$ cat src/rtl/sequenciador_multiciclo_pkg.sv
// Shared encodings for the multicycle control sequencer.
// Covers states, opcodes, ALU operation codes and register select constants.
package sequenciador_multiciclo_pkg;

   localparam int unsigned IR_W    = 9;
   localparam int unsigned REG_N   = 8;
   localparam int unsigned STATE_W = 3;
   localparam int unsigned ULA_W   = 2;

   typedef enum logic [STATE_W-1:0] {
      S_IDLE = 3'd0,
      S_F1   = 3'd1,
      S_F2   = 3'd2,
      S_F3   = 3'd3,
      S_E1   = 3'd4,
      S_E2   = 3'd5,
      S_E3   = 3'd6
   } state_t;

   typedef enum logic [2:0] {
      OP_MV   = 3'b000,
      OP_MVI  = 3'b001,
      OP_ADD  = 3'b010,
      OP_SUB  = 3'b011,
      OP_LD   = 3'b100,
      OP_ST   = 3'b101,
      OP_MVNZ = 3'b110,
      OP_NOP  = 3'b111
   } opcode_t;

   localparam logic [ULA_W-1:0] ULA_ADD = 2'b00;
   localparam logic [ULA_W-1:0] ULA_SUB = 2'b01;

   // Register select bit 0 is R7, the program counter.
   localparam logic [REG_N-1:0] PC_SEL   = {{(REG_N-1){1'b0}}, 1'b1};
   localparam logic [REG_N-1:0] R0_SEL   = {1'b1, {(REG_N-1){1'b0}}};

   // Instructions that finish in E1.
   function automatic logic is_short_op(input opcode_t op);
      return (op == OP_MV) || (op == OP_MVNZ) || (op == OP_NOP);
   endfunction

endpackage

$ cat src/rtl/sequenciador_multiciclo_decod3_8.sv
// Register index to reversed onehot select: index 0 maps to bit 7 (R0), index 7 to bit 0 (PC).
module decod3_8
   import sequenciador_multiciclo_pkg::*;
(
   input  logic [2:0]       idx,
   output logic [REG_N-1:0] onehot
);

   always_comb begin
      onehot = R0_SEL >> idx;
   end

endmodule

$ cat src/rtl/sequenciador_multiciclo.sv
// Multicycle control sequencer: fetch (F1-F3) then up to three execute states.
// Outputs are decoded from the state register and IR; only mvnz enables look at Gnz.
module sequenciador_multiciclo
   import sequenciador_multiciclo_pkg::*;
(
   input  logic                Clock,
   input  logic                Reset,
   input  logic                Run,
   input  logic [IR_W-1:0]     Instrucao,
   input  logic                Gnz,
   output logic                IRin,
   output logic [REG_N-1:0]    Rin,
   output logic [REG_N-1:0]    Rout,
   output logic                Ain,
   output logic                Gin,
   output logic                Gout,
   output logic                DINout,
   output logic [ULA_W-1:0]    Ulaop,
   output logic                ADDRin,
   output logic                DOUTin,
   output logic                W_D,
   output logic                IncrPc,
   output logic                Done,
   output logic [STATE_W-1:0]  Estado
);

   state_t           state;
   state_t           state_next;
   opcode_t          opcode;
   logic [REG_N-1:0] x_sel;
   logic [REG_N-1:0] y_sel;

   assign opcode = opcode_t'(Instrucao[8:6]);
   assign Estado = state;

   decod3_8 u_dec_x (.idx(Instrucao[5:3]), .onehot(x_sel));
   decod3_8 u_dec_y (.idx(Instrucao[2:0]), .onehot(y_sel));

   always_ff @(posedge Clock) begin
      if (Reset) state <= S_IDLE;
      else       state <= state_next;
   end

   always_comb begin
      state_next = state;
      case (state)
         S_IDLE:  state_next = Run ? S_F1 : S_IDLE;
         S_F1:    state_next = S_F2;
         S_F2:    state_next = S_F3;
         S_F3:    state_next = S_E1;
         S_E1: begin
            if (is_short_op(opcode)) state_next = Run ? S_F1 : S_IDLE;
            else                     state_next = S_E2;
         end
         S_E2:    state_next = S_E3;
         S_E3:    state_next = Run ? S_F1 : S_IDLE;
         default: state_next = S_IDLE;
      endcase
   end

   always_comb begin
      IRin   = 1'b0;
      Rin    = '0;
      Rout   = '0;
      Ain    = 1'b0;
      Gin    = 1'b0;
      Gout   = 1'b0;
      DINout = 1'b0;
      Ulaop  = ULA_ADD;
      ADDRin = 1'b0;
      DOUTin = 1'b0;
      W_D    = 1'b0;
      IncrPc = 1'b0;
      Done   = 1'b0;
      case (state)
         S_F1: begin
            Rout   = PC_SEL;
            ADDRin = 1'b1;
            IncrPc = 1'b1;
         end
         S_F3: IRin = 1'b1;
         S_E1: begin
            case (opcode)
               OP_MV: begin
                  Rout = y_sel;
                  Rin  = x_sel;
                  Done = 1'b1;
               end
               OP_MVI: begin
                  Rout   = PC_SEL;
                  ADDRin = 1'b1;
                  IncrPc = 1'b1;
               end
               OP_ADD, OP_SUB: begin
                  Rout = x_sel;
                  Ain  = 1'b1;
               end
               OP_LD, OP_ST: begin
                  Rout   = y_sel;
                  ADDRin = 1'b1;
               end
               OP_MVNZ: begin
                  Done = 1'b1;
                  if (Gnz) begin
                     Rout = y_sel;
                     Rin  = x_sel;
                  end
               end
               OP_NOP:  Done = 1'b1;
               default: ;
            endcase
         end
         S_E2: begin
            case (opcode)
               OP_ADD, OP_SUB: begin
                  Rout  = y_sel;
                  Gin   = 1'b1;
                  Ulaop = (opcode == OP_SUB) ? ULA_SUB : ULA_ADD;
               end
               OP_ST: begin
                  Rout   = x_sel;
                  DOUTin = 1'b1;
               end
               default: ;
            endcase
         end
         S_E3: begin
            case (opcode)
               OP_MVI, OP_LD: begin
                  DINout = 1'b1;
                  Rin    = x_sel;
                  Done   = 1'b1;
               end
               OP_ADD, OP_SUB: begin
                  Gout = 1'b1;
                  Rin  = x_sel;
                  Done = 1'b1;
               end
               OP_ST: begin
                  // A reset arriving in the write cycle must not corrupt memory.
                  W_D  = ~Reset;
                  Done = 1'b1;
               end
               default: ;
            endcase
         end
         default: ;
      endcase
   end

endmodule

$ cat config.mk
export PLATFORM = sky130hd
export DESIGN_NAME = sequenciador_multiciclo
export DESIGN_NICKNAME = d
export VERILOG_FILES = /design/src/rtl/sequenciador_multiciclo_pkg.sv /design/src/rtl/sequenciador_multiciclo_decod3_8.sv /design/src/rtl/sequenciador_multiciclo.sv
export SDC_FILE = /design/constraint.sdc
export NUM_CORES = 1
export LEC_CHECK = 0
export CAP_MARGIN = 0
export CORE_MARGIN = 10
export CORE_UTILIZATION = 40
export CTS_BUF_LIST = sky130_fd_sc_hd__clkbuf_2 sky130_fd_sc_hd__clkbuf_4 sky130_fd_sc_hd__clkbuf_8
export CTS_CLUSTER_DIAMETER = 40
export CTS_CLUSTER_SIZE = 8
export DETAILED_ROUTE_END_ITERATION = 16
export PLACE_DENSITY = 0.81
export SLEW_MARGIN = 20
export SYNTH_ARGS = -nofsm -noshare
export SYNTH_HDL_FRONTEND = slang
export SYNTH_SLANG_ARGS = --single-unit
$ cat constraint.sdc
create_clock -name Clock -period 2.7 [get_ports Clock]
set_input_delay 0.54 -clock Clock [delete_from_list [all_inputs] [get_ports Clock]]
set_output_delay 0.54 -clock Clock [all_outputs]
set_load 0.05 [all_outputs]
==> flow_summary.yaml <==
floorplan:
  io_pins: 44
  start_util_pct: 42.5
  die-width_um: 66.1
  core_um2: 2000
  rows: 16
  fp.dieH_um: 66.1
  dieArea_um2: 4370
sta:
  setup_tns_ns: 0
  drv_slew: 0
  period_minus_slack_ns: 2.63
  worst_slew_pin_slew_ns: 0.521
  hold_violations: 0
  clock.fmax_ghz: 0.380
  skew_ns: 0.00543
  finalSetupViolCount: 0
  rsz0062_at_grt: "no"
  fin_crit_sh_pct: 97.4
  fin_ws_ns: 0.0691
  slew_headroom_pct: 65.2
pwr:
  p_total_mw: 0.349
  ir_drop_uv: 349
  p_leak_nw: 0.634
  pwr_density_cell_nw_per_um2: 208
clock_tree:
  insertion_delay_ns: 0.24
  cts.sinks: 3
  clockBufferDepth: 2
  h-tree-depth: 1
  cts_tree: "built"
  cts_root_buffer: "clkbuf_4"
  cts.clk_slew.worst_paths_ns: 0.04
  numCtsBuffers: 3
synth:
  synthesis.nets: 132
  synth_seq_area_share_pct: 7.06
  ys_warn_count: 0
  synth_cell_types: 44
  synth-seq-cells: 3
  async_reset_ff_share_pct: 0
  synthCells: 119
  ys.flop_type: "dfxtp_1"
  synth_edf_count: 0
  synth_area_um2: 851
  syn_avg_cell_area_um2: 7.15
critical_path:
  r2r_slack_ns: 1.34
  worstSetupEndpointType: "output pin"
  critPathLaunch: "Instrucao[5]"
  endpoint: "Rout[3]"
  rr_worst_depth: 4
  path_class: "in2out"
  critPathMaxFanout: 8
  crit_arrival_ns: 2.09
  worst_ep_required_time_ns: 2.16
  reg2reg_to: "Estado[0]"
  start_kind: "input port"
  r2r_start: "Estado[2]"
finish:
  diodes: 0
  fin_cells: 193
  drive_gt1_share_pct: 38.6
  ff_latch_area_um2: 61.3
  largest_reg_flops: 3
  num-nets-final: 180
  area_delta_synth_final_pct: 97.1
  fillers: 120
  multi_input_area_um2: 764
route:
  drtIter0Drc: 78
  wl_um: 3580
  num_vias: 1149
  vias_per_cell: 5.95
  dr.pass1.iters: 4
  drc: 0
  routedWlPerCell_um: 18.5
  antenna_left: 0
place:
  dp_slack_ns: -0.0509
  gp_congestion: 0.894
  dp_cells: 187
  dpl.hpwl_um: 2700
  port_buffers: 42
run:
  drv_cap: 0
grt:
  globalRouteOverflowTotal: 0
  grt_pass1_wl_um: 5470
  grt_pass1_vias: 1076
  grt_max_degree: 19
  antenna_found_initial: 0
  grt.total_usage_pct: 15.5
outcome:
  outcome: "complete, no violations"
hold_path:
  min_path_type: "reg2reg"
==> logic make-up (layout without fill, tap and decap cells) <==
group	count (synthesis)	after routing	synth area share (%)
flip-flops	3	3	7.06
XOR/XNOR	3	3	3.09
buffers and inverters	12	59	10.1
other	1	1	0.441
AO/OA/AOI/OAI	38	38	31.3
AND/OR/NAND/NOR	62	62	47.9
==> power breakdown <==
group          internal [mW]  leakage (nW)  switching (mW)
clock network         0.0657        0.0184          0.0286
registers             0.0483        0.0250          0.0123
logic                 0.0860         0.590           0.108
total                  0.200         0.634           0.149
==> synthesized netlist by cell type, types with 3 or more instances <==
master | n | share of area, %
o21ai_1 | 8 | 4.7
nor2_1 | 12 | 5.3
buf_6 | 4 | 5.3
buf_2 | 3 | 1.8
and3_1 | 4 | 2.9
nor3b_1 | 4 | 3.5
nand2_1 | 6 | 2.6
a22oi_1 | 10 | 8.8
nor3_1 | 4 | 2.4
nor2b_1 | 10 | 7.4
a21oi_1 | 7 | 4.1
dfxtp_1 | 3 | 7.1
nand2b_1 | 3 | 2.2
a32oi_1 | 3 | 3.1
nor3_2 | 3 | 3.5
==> cell usage in the layout, fill, tap and decap left out, drive strengths merged, types with 2 or more instances in the layout <==
master / synthesis / layout
a21oi: 7 / 7
a22oi: 10 / 10
a32oi: 3 / 3
and2: 2 / 2
and3: 4 / 4
buf: 9 / 37
clkbuf: 2 / 5
clkdlybuf4s50: 0 / 12
dfxtp: 3 / 3
dlymetal6s2s: 0 / 3
nand2: 6 / 6
nand2b: 5 / 5
nand3b: 3 / 3
nor2: 14 / 14
nor2b: 10 / 10
nor3: 7 / 7
nor3b: 4 / 4
o21ai: 9 / 9
xnor2: 2 / 2
==> area by class of cell <==
| type | instances | share of cell area, % |
|---|---|---|
| repair buffers | 54 | 46.7 |
| multi-input cells | 104 | 45.6 |
| flip-flops and latches | 3 | 3.66 |
| well taps | 27 | 2.01 |
| clock buffers | 4 | 1.79 |
| inverters | 1 | 0.224 |
==> worst max-delay path, cell delays in order <==
cell             delay [ns]
clkdlybuf4s50_1        0.61
nor3b_1                0.33
buf_4                  0.18
a32oi_1                0.06
o21ai_1                0.18
buf_12                 0.18
==> per-layer routing <==
layer,share of wire [%],vias up,GRT usage [%]
li1,-,542,-
met3,8.3,8,4.07
met1,39,523,17.0
met4,1.6,0,4.71
met5,0,-,0
met2,51,76,28.1
==> worst min-delay path by stage <==
stage,from,endpoint,slack [ns],cells after the start
6_report,Estado[0],Estado[1],0.64,2
5_1_grt,Estado[0],Estado[1],0.69,2
4_1_cts,Estado[0],Estado[2],0.64,2
3_5_place_dp,Estado[0],Estado[2],0.63,2
3_3_place_gp,Estado[0],Estado[2],0.60,2
2_1_floorplan,Reset,Estado[1],0.61,1
==> timing repair <==
| item | 4_1_cts | 5_1_grt |
|---|---|---|
| setup endpoints to repair | 5 | 12 |
| pin swaps | 3 | 3 |
| gates cloned | 0 | 1 |
| resized for setup | 5 | 10 |
| hold buffers | 0 | 0 |
| setup buffers | 0 | 1 |
==> metrics by stage <==
step	utilization, %	hold WS [ns]	instance area (um2)
2_1_floorplan	-	0.609	872
3_3_place_gp	78.9	0.602	1580
3_5_place_dp	78.9	0.631	1580
4_1_cts	81.3	0.642	1630
5_1_grt	83.8	0.695	1680
6_report	83.8	0.644	1680
Note: power is estimated with default switching activity, not from simulation.
==> patch: new RTL, same flow settings <==
Change the package constant `ULA_W` from 2 to 3.
--- a/src/rtl/sequenciador_multiciclo_pkg.sv
+++ b/src/rtl/sequenciador_multiciclo_pkg.sv
@@ -6,5 +6,5 @@
    localparam int unsigned REG_N   = 8;
    localparam int unsigned STATE_W = 3;
-   localparam int unsigned ULA_W   = 2;
+   localparam int unsigned ULA_W   = 3;
 
    typedef enum logic [STATE_W-1:0] {
Interface: changed (resized Ulaop); port bits go from 44 to 45. The function was not compared with the original's and may differ.
==> patch against the original RTL <==
Sequential share of layout area fell by 0.056 points; global-route usage rose by 0.40 points; cell count fell by 1.0%; area after synthesis rose by 0.88%; sequential cell count did not move; setup slack got worse by 0.016 ns; largest power group unchanged; power barely moved; cell area fell by 0.52%; routed wire length fell by 0.92%.
==> patch: results <==
status:
  outcome: "complete, no violations"
clock_tree:
  clock-root-buffer: "clkbuf_4"
  cts-buffers-inserted: 3
  clockBufferDepth: 2
  cts.clk_slew.worst_paths_ns: 0.04
  clk_latency_ns: 0.25
  h-tree-depth: 1
global_route:
  grt_pass1_wl_mm: 5.65
  grt_max_degree: 19
  grt.total_usage_pct: 15.9
  antenna_found_initial: 0
  grt_pass1_vias: 1189
logic_synthesis:
  yosys-top-cells-count: "12 x nor2_1, 10 x a22oi_1, 10 x nor2b_1, 8 x o21ai_1, 7 x a21oi_1"
  async_reset_ff_share_pct: 0
  synth_flop_cell: "dfxtp_1"
  yosys_warnings: 0
  synth_area_leaders: "a22oi_1 8.7%, nor2b_1 7.3%, dfxtp_1 7.0%"
  ys_seq_area_share_pct: 7.00
  synth.distinct_cells: 44
  syn_avg_cell_area_sq_um: 7.15
route:
  drt-initial-drc-count: 58
  vias_per_cell: 5.95
  wl_per_cell_um: 18.5
  first_pass_iters: 4
setup_path:
  max_stage_delay_ns: 0.54
  crit_arrival_ns: 2.11
  crit_family: "buffers and inverters"
  crit_fanout: 8
  cp_slowest_cell: "clkdlybuf4s50_1"
power_and_ir_drop:
  leakagePower_nw: 0.627
  p_int_uw: 199
  ir_worst_vdd_uv: 324
place:
  post-dp-hpwl_mm: 2.80
  placed_cell_area_sq_um: 1580
  port_buffers: 42
  gp_congestion: 0.866
  dp_slack_ns: -0.0543
finish:
  fin_cells: 191
  antenna_cells: 0
  nets: 178
  fill_cells: 117
  drive_gt1_share_pct: 39.0
  largest_reg_flops: 3
sta:
  skew_ns: 0.00503
  tightestPinTransition_ns: 0.585
min_path:
  hp-class: "register to register"
-- patch: changes by cell type after synthesis --
| cell | before | now |
|---|---|---|
| buf_4 | 2 | 3 |
-- patch: area by class of cell --
cell class	instances	area [sq um]	share of cell area (%)
well taps	27	33.8	2.03
inverters	1	3.75	0.225
flip-flops and latches	3	60.1	3.60
multi-input cells	105	772	46.3
repair buffers	51	768	46.1
clock buffers	4	30.0	1.80
-- patch: layer usage --
layer	up-vias	wire, um	global-route usage, %
met3	7	284	4.41
met2	58	1790	28.8
li1	536	-	-
met5	-	0	0
met4	0	85	7.59
met1	536	1380	16.3
-- patch: kinds of logic after synthesis --
| kind of cell | count (synthesis) | share of synthesized area (%) |
|---|---|---|
| compound gates | 38 | 31.1 |
| xor+xnor | 3 | 3.06 |
| buf+inv | 13 | 10.9 |
| flops | 3 | 7.00 |
| other cells | 1 | 0.437 |
| simple gates | 62 | 47.5 |
-- patch: final timing paths --
| kind | from | end | slack [ns] | depth (start not counted) |
|---|---|---|---|---|
| max | Instrucao[5] | Rout[7] | 0.05 | 5 |
| min | Estado[0] | Estado[2] | 0.64 | 2 |
| max reg2reg | Estado[1] | Estado[1] | 1.31 | 2 |
| min reg2reg | Estado[0] | Estado[2] | 0.64 | 2 |
-- patch: repair_timing --
item,4_1_cts,5_1_grt
gates cloned,0,0
setup buffers,1,0
setup endpoints to repair,9,18
hold endpoints to repair,0,0
resized for setup,4,9
pin swaps,3,3
hold buffers,0,0
-- patch: power by group through the flow --
stage / Sequential [mW] / Clock, mW / Combinational (mW)
finish: 0.0599 / 0.0946 / 0.195
global route: 0.0618 / 0.100 / 0.206
CTS: 0.0600 / 0.0960 / 0.191
detailed placement: 0.0603 / 0 / 0.186
global placement: 0.0598 / 0 / 0.180
floorplan: 0.0618 / 0 / 0.115
